$ cat config.mk
export PLATFORM = sky130hd
export DESIGN_NAME = rr_arbiter_8
export DESIGN_NICKNAME = d
export VERILOG_FILES = /design/src/rtl/arb_pkg.sv /design/src/rtl/rr_pick.sv /design/src/rtl/rr_arbiter_8.sv
export SDC_FILE = /design/constraint.sdc
export NUM_CORES = 1
export LEC_CHECK = 0
export BUFFER_PORTS_ARGS = -buffer_cell sky130_fd_sc_hd__clkbuf_2
export CAP_MARGIN = 10
export CELL_PAD_IN_SITES_DETAIL_PLACEMENT = 1
export CELL_PAD_IN_SITES_GLOBAL_PLACEMENT = 1
export CORE_MARGIN = 2
export CORE_UTILIZATION = 46
export DETAILED_ROUTE_END_ITERATION = 6
export PLACE_DENSITY = 0.83
export SETUP_SLACK_MARGIN = 0.02
export SLEW_MARGIN = 15
export SYNTH_ARGS = -nofsm -noshare
export SYNTH_HDL_FRONTEND = slang
export SYNTH_SLANG_ARGS = --single-unit
$ cat constraint.sdc
create_clock -name clk -period 4.4 [get_ports clk]
set_input_delay 0.22 -clock clk [delete_from_list [all_inputs] [get_ports clk]]
set_output_delay 0.22 -clock clk [all_outputs]
set_load 0.02 [all_outputs]
$ cat src/rtl/arb_pkg.sv
// Shared types and sizes for the 8-way round-robin arbiter.
package arb_pkg;

  localparam int unsigned N_REQ = 8;
  localparam int unsigned IDX_W = 3;

  typedef enum logic {ARB_IDLE, ARB_GRANT} arb_state_t;

endpackage

$ cat src/rtl/rr_pick.sv
// Rotating-priority search: first set req bit at or after ptr (mod 8), optionally skipping excl_idx.
module rr_pick
  import arb_pkg::*;
(
  input  logic [N_REQ-1:0] req,
  input  logic [IDX_W-1:0] ptr,
  input  logic             excl_en,
  input  logic [IDX_W-1:0] excl_idx,
  output logic             found,
  output logic [IDX_W-1:0] win_idx
);

  logic [IDX_W-1:0] w_idx;

  always_comb begin
    found   = 1'b0;
    win_idx = '0;
    w_idx   = '0;
    for (int i = 0; i < int'(N_REQ); i++) begin
      w_idx = IDX_W'(ptr + IDX_W'(i));
      if (!found && req[w_idx] && !(excl_en && (w_idx == excl_idx))) begin
        found   = 1'b1;
        win_idx = w_idx;
      end
    end
  end

endmodule

$ cat src/rtl/rr_arbiter_8.sv
// Eight-requester lock-holding round-robin arbiter with registered grant index/valid.
// Optional hold limit (HOLD_MAX cycles per owner) enabled by defining RR_ARB_HOLD_LIMIT_EN.
module rr_arbiter_8
  import arb_pkg::*;
#(
  parameter int unsigned HOLD_MAX = 4
) (
  input  logic             clk,
  input  logic             rst_n,
  input  logic [N_REQ-1:0] req,
  output logic [IDX_W-1:0] gnt_idx,
  output logic             gnt_valid
);

  if (HOLD_MAX < 1 || HOLD_MAX > 255) begin : g_hold_max_range
    $error("rr_arbiter_8: HOLD_MAX must be in 1..255");
  end

  arb_state_t       r_state;
  logic [IDX_W-1:0] r_ptr;
  logic             w_found;
  logic [IDX_W-1:0] w_win_idx;
  logic             w_excl_en;
  logic             w_limit;
  logic             w_release;

  // In GRANT the current owner is never a candidate for its own handover.
  assign w_excl_en = (r_state == ARB_GRANT);
  assign w_release = !req[gnt_idx] || w_limit;

  rr_pick u_pick (
    .req      (req),
    .ptr      (r_ptr),
    .excl_en  (w_excl_en),
    .excl_idx (gnt_idx),
    .found    (w_found),
    .win_idx  (w_win_idx)
  );

`ifdef RR_ARB_HOLD_LIMIT_EN
  localparam logic [7:0] HOLD_LAST = 8'(HOLD_MAX - 1);

  logic [7:0] r_hold_cnt;

  assign w_limit = (r_hold_cnt == HOLD_LAST);

  // Counts cycles held beyond the first; any grant, switch or keep restarts it.
  always_ff @(posedge clk or negedge rst_n) begin
    if (!rst_n) begin
      r_hold_cnt <= 8'd0;
    end else if (r_state == ARB_GRANT && !w_release) begin
      r_hold_cnt <= 8'(r_hold_cnt + 8'd1);
    end else begin
      r_hold_cnt <= 8'd0;
    end
  end
`else
  assign w_limit = 1'b0;
`endif

  always_ff @(posedge clk or negedge rst_n) begin
    if (!rst_n) begin
      r_state   <= ARB_IDLE;
      r_ptr     <= '0;
      gnt_idx   <= '0;
      gnt_valid <= 1'b0;
    end else begin
      case (r_state)
        ARB_IDLE: begin
          if (w_found) begin
            gnt_idx   <= w_win_idx;
            gnt_valid <= 1'b1;
            r_ptr     <= IDX_W'(w_win_idx + IDX_W'(1));
            r_state   <= ARB_GRANT;
          end
        end
        ARB_GRANT: begin
          // No contender on release: a dropped owner goes idle, a limited owner keeps the grant.
          if (w_release) begin
            if (w_found) begin
              gnt_idx <= w_win_idx;
              r_ptr   <= IDX_W'(w_win_idx + IDX_W'(1));
            end else if (!req[gnt_idx]) begin
              gnt_valid <= 1'b0;
              r_state   <= ARB_IDLE;
            end
          end
        end
        default: begin
          r_state   <= ARB_IDLE;
          gnt_valid <= 1'b0;
        end
      endcase
    end
  end

endmodule

After elaboration in Yosys (flattened, before gate mapping)
Index checks and enable logic that the tools add are counted.
W data, S select, Z words.

word-level totals
  bits in registers = 8
  input bits = 10
  logic and storage cells = 119

cells by class
  $add $sub $neg = 8
  order comparisons = 9
  equal/unequal tests = 11
  multiplexer cells = 47
  bitwise operators = 1
  reductions and logical operators = 39

operators by type and width
  cell                   count
  $lt A3 B4 Y1 const B   9
  $mux W3                12
  $bmux W1 S3            9
  $eq A3 B3 Y1           8
  $logic_and A1 B1 Y1    23
  $mux W1                22
  $logic_not A1 Y1       15
  $add A3 B3 Y3 const B  4
  $pmux W3 S2            2
  $add A3 B1 Y3 const B  2
  $add A3 B2 Y3 const B  2
  $ne A2 B2 Y1 const B   2
  $pmux W1 S2            2
  $reduce_and A3 Y1      1
  $ne A2 B1 Y1 const B   1
  $not A1 Y1             1

Depth between registers and ports, before layout
  word-level depth = 37
  depth in mapped cells = 14
  depth with buffers taken out = 11

Cells and area by module
Synthesis repeated with hierarchy kept, for this count alone.

unflattened totals
  cells, all modules = 152
  area, all modules = 1416.4 um^2

modules (own cells, without submodules)
  module        instances  cells each  area each (um^2)  sequential area each (um^2)
  rr_pick       1          115         954.7             0.0
  rr_arbiter_8  1          37          461.7             200.2

Worst setup path before layout
OpenSTA, ideal clock, no wires.

  path type = register -> register
  from = reg r_ptr[1]
  to = reg r_ptr[2]
  library setup time = 0.135 ns
  arrival = 3.228 ns
  data required time = 4.265 ns
  path slack = 1.038 ns
  stages on the path, launching flop included = 14
  path buffers = 3
  clock period less this slack = 3.362 ns
  path through = dfrtp_1 -> buf_2 -> buf_2 -> inv_1 -> ha_1 -> buf_4 -> mux4_2 -> o41ai_2 -> mux2i_2 -> nor3b_4 -> nand4_1 -> a211o_1 -> a2111oi_2 -> a211oi_1

between the ends
  longest elaborated chain between the ends = 37
  elaborated cells between the ends (all ways) = 89
  those cells by class = 8 x add/sub; 8 x eq/ne; 35 x mux; 38 x reduce/logical

ends and longest elaborated chain
  element                                                                 line                                    text
  from (decl)                                                             rr_arbiter_8.sv:20                      logic [IDX_W-1:0] r_ptr;
  from (signal assigned)                                                  rr_arbiter_8.sv:73                      r_ptr <= IDX_W'(w_win_idx + IDX_W'(1));
  from (signal assigned)                                                  rr_arbiter_8.sv:82                      r_ptr <= IDX_W'(w_win_idx + IDX_W'(1));
  parallel branches: the longest is 34 deep, another holds $add A3 B1 Y3  n/a
  $mux W3 *                                                               rr_arbiter_8.sv:70, rr_arbiter_8.sv:80
  $mux W3                                                                 rr_arbiter_8.sv:79                      if (w_release) begin
  $pmux W3 S2 *                                                           rr_arbiter_8.sv:68                      case (r_state)

Every way passes the cells marked *. The select of a mux whose other input is x is not followed.
A chain may end at the register's enable or synchronous reset.

Worst setup path in the final report
Same ends and word-level chain as after synthesis.

==> impl_metrics.json <==
{
  "final-instance-count-excl-fill": 205,
  "area_growth_pct": 7.22,
  "seqCellArea_um2": 200,
  "start_util": 0.481,
  "wl_per_cell_um": 20.0,
  "rows": 20,
  "fin_util": 0.516,
  "async_reset_ff_frac": 1.00,
  "grt_antenna_before_repair": 0,
  "clock_path_buffers": 2,
  "synthesis.nets": 162,
  "cts.sinks": 8,
  "cap_violations": 0,
  "synth_top_area_frac": 0.139,
  "crit_path_end_kind": "flip-flop",
  "ant_nets": 0,
  "nFillCells": 363,
  "io_pins": 14,
  "critPathLaunchType": "flip-flop",
  "cts_tree": "built",
  "via_per_inst": 6.58,
  "hold_class": "in2async",
  "rsz0062_at_grt": "no",
  "status": "finished, final reports clean",
  "netlist_top_cells_count": "15 x nand2_1, 9 x mux2i_1, 9 x mux4_2, 9 x nor2_1",
  "cts_root_buf": "clkbuf_4",
  "grt_max_degree": 19,
  "final-max-slew-violation-count": 0,
  "synth.cell_area_um2": 1460,
  "die_area_um2": 3630,
  "tightest_slew_ns": 0.748,
  "gr-total-overflow": 0,
  "clk_pin_slew_worst_paths_ns": 0.05,
  "dpl.hpwl_um": 3180,
  "max_freq_ghz": 0.288,
  "numCtsBuffers": 3,
  "ys_seq_area_frac": 0.137,
  "drc_errors": 0,
  "synth.distinct_cells": 51,
  "path_max_fanout": 10,
  "grt_pass1_vias": 1345,
  "ff2ff_setup_slack_ns": 0.93,
  "die_y_um": 60.3,
  "drive_above_1_share": 0.348,
  "fin_crit_sh": 0.789,
  "synth_edf_count": 0,
  "layout_setup_ws_ns": 0.928,
  "die_w_um": 60.3,
  "numPortBuffers": 13,
  "antenna_cells": 0,
  "arrival_ns": 3.59,
  "cts_max_level": 1,
  "synth.most_common_cell": "nand2_1",
  "fin_skew_ns": 0.00315,
  "period_needed_ns": 3.47,
  "postSynthAreaPerCell_um2": 9.71,
  "firstDrtPassIters": 4,
  "post-place-ws_ns": 0.975,
  "dp_cells": 201,
  "ys.flop_type": "dfrtp_1",
  "first_iter_violations": 43,
  "vias": 1349,
  "slew_headroom": 0.501,
  "syn_inst": 150,
  "place.gp.congestion": 0.875,
  "totalWireLength_um": 4090,
  "worstSkewPairLatency_ns": 0.25,
  "worstSetupPathType": "reg2reg",
  "ys_ff_latch": 8,
  "synth.area.top_cells": "mux4_2 14%, dfrtp_1 14%, mux2i_1 6.2%, mux2_2 4.6%, o41ai_2 4.5%",
  "setup_violations": 0,
  "core_um2": 3030,
  "grt_usage": 0.249,
  "required_ns": 4.52,
  "timing.final.hold_violations": 0,
  "synth_area_leader_cell": "mux4_2",
  "grt_pass1_wl_um": 6690,
  "yosys_warnings": 0,
  "multiInputGateArea_um2": 1170,
  "setup_tns_ns": 0,
  "nets": 175
}
cells by family (layout without fill, tap and decap cells):
family | Yosys count | after routing | synth area share
AOI/OAI and AO/OA | 38 | 38 | 0.235
xor gates and xnor gates | 10 | 10 | 0.0808
adders and majority gates | 2 | 2 | 0.0172
buffers and inverters | 14 | 25 | 0.0584
DFF | 8 | 8 | 0.137
muxes | 26 | 26 | 0.266
and+or+nand+nor | 52 | 52 | 0.205
state kept, by name (all words and copies together), names as in the netlist:
name       flops
gnt_valid      1
r_state        1
gnt_idx        3
r_ptr          3
stage by stage:
step / hold WS (ns) / area [um^2]
2_1_floorplan: -0.0756 / 1460
3_3_place_gp: 0.0721 / 1530
3_5_place_dp: 0.0753 / 1530
4_1_cts: 0.342 / 1560
5_1_grt: 0.386 / 1560
6_report: 0.362 / 1560
critical path, stage by stage (launching register included):
cell and delay, ns:
dfrtp_1 0.34, inv_1 0.11, ha_1 0.53, mux4_2 0.56
o41ai_2 0.10, mux2i_2 0.28, nor3b_4 0.37, nand4_1 0.22
a211o_1 0.38, a2111oi_2 0.35, a211oi_1 0.09
area by class of cell:
class | instances | share of cell area
Multi-Input combinational cell | 128 | 0.750
Sequential cell | 8 | 0.128
Timing Repair Buffer | 16 | 0.0577
Tap cell | 44 | 0.0353
Clock buffer | 3 | 0.0144
Inverter | 6 | 0.0144
metal layers:
| metal | up-vias | wire (um) | GRT usage |
|---|---|---|---|
| met3 | 2 | 207 | 0.0130 |
| met1 | 690 | 1640 | 0.314 |
| li1 | 611 | - | - |
| met4 | 0 | 12 | 0.0603 |
| met5 | - | 0 | 0 |
| met2 | 46 | 2230 | 0.461 |
cells in the final DEF, fill, tap and decap left out, drive strengths merged, types with 3 or more instances in the layout:
cell and count:
xnor2 4, nor2 9, nand2 15, clkbuf 16, nand3 6, inv 5
dfrtp 8, and3 4, mux2 6, mux2i 11, o211ai 3, o21a 3
or3b 3, nor3 4, xor2 6, o21ai 4, o41ai 4, a21oi 8
mux4 9
path summary, 6_finish.rpt:
kind | from | end | depth (start not counted)
min reg2reg | gnt_valid$_DFFE_PN0P_ | gnt_valid$_DFFE_PN0P_ | 2
min | rst_n | gnt_valid$_DFFE_PN0P_ | 2
max reg2reg | r_ptr[1]$_DFFE_PN0P_ | r_ptr[2]$_DFFE_PN0P_ | 10
max in group asynchronous | rst_n | gnt_idx[2]$_DFFE_PN0P_ | 2
max | r_ptr[1]$_DFFE_PN0P_ | r_ptr[2]$_DFFE_PN0P_ | 10
min in group clk | gnt_valid$_DFFE_PN0P_ | gnt_valid$_DFFE_PN0P_ | 2
repair_timing:
action	CTS	global route
hold endpoints to repair	8	0
hold buffers	1	0
setup buffers	0	0
gates resized for setup	0	0
endpoints found under the setup margin	0	0
Power is not shown: default switching activity piles up to over one toggle a cycle in this logic, so the estimate is an artifact.
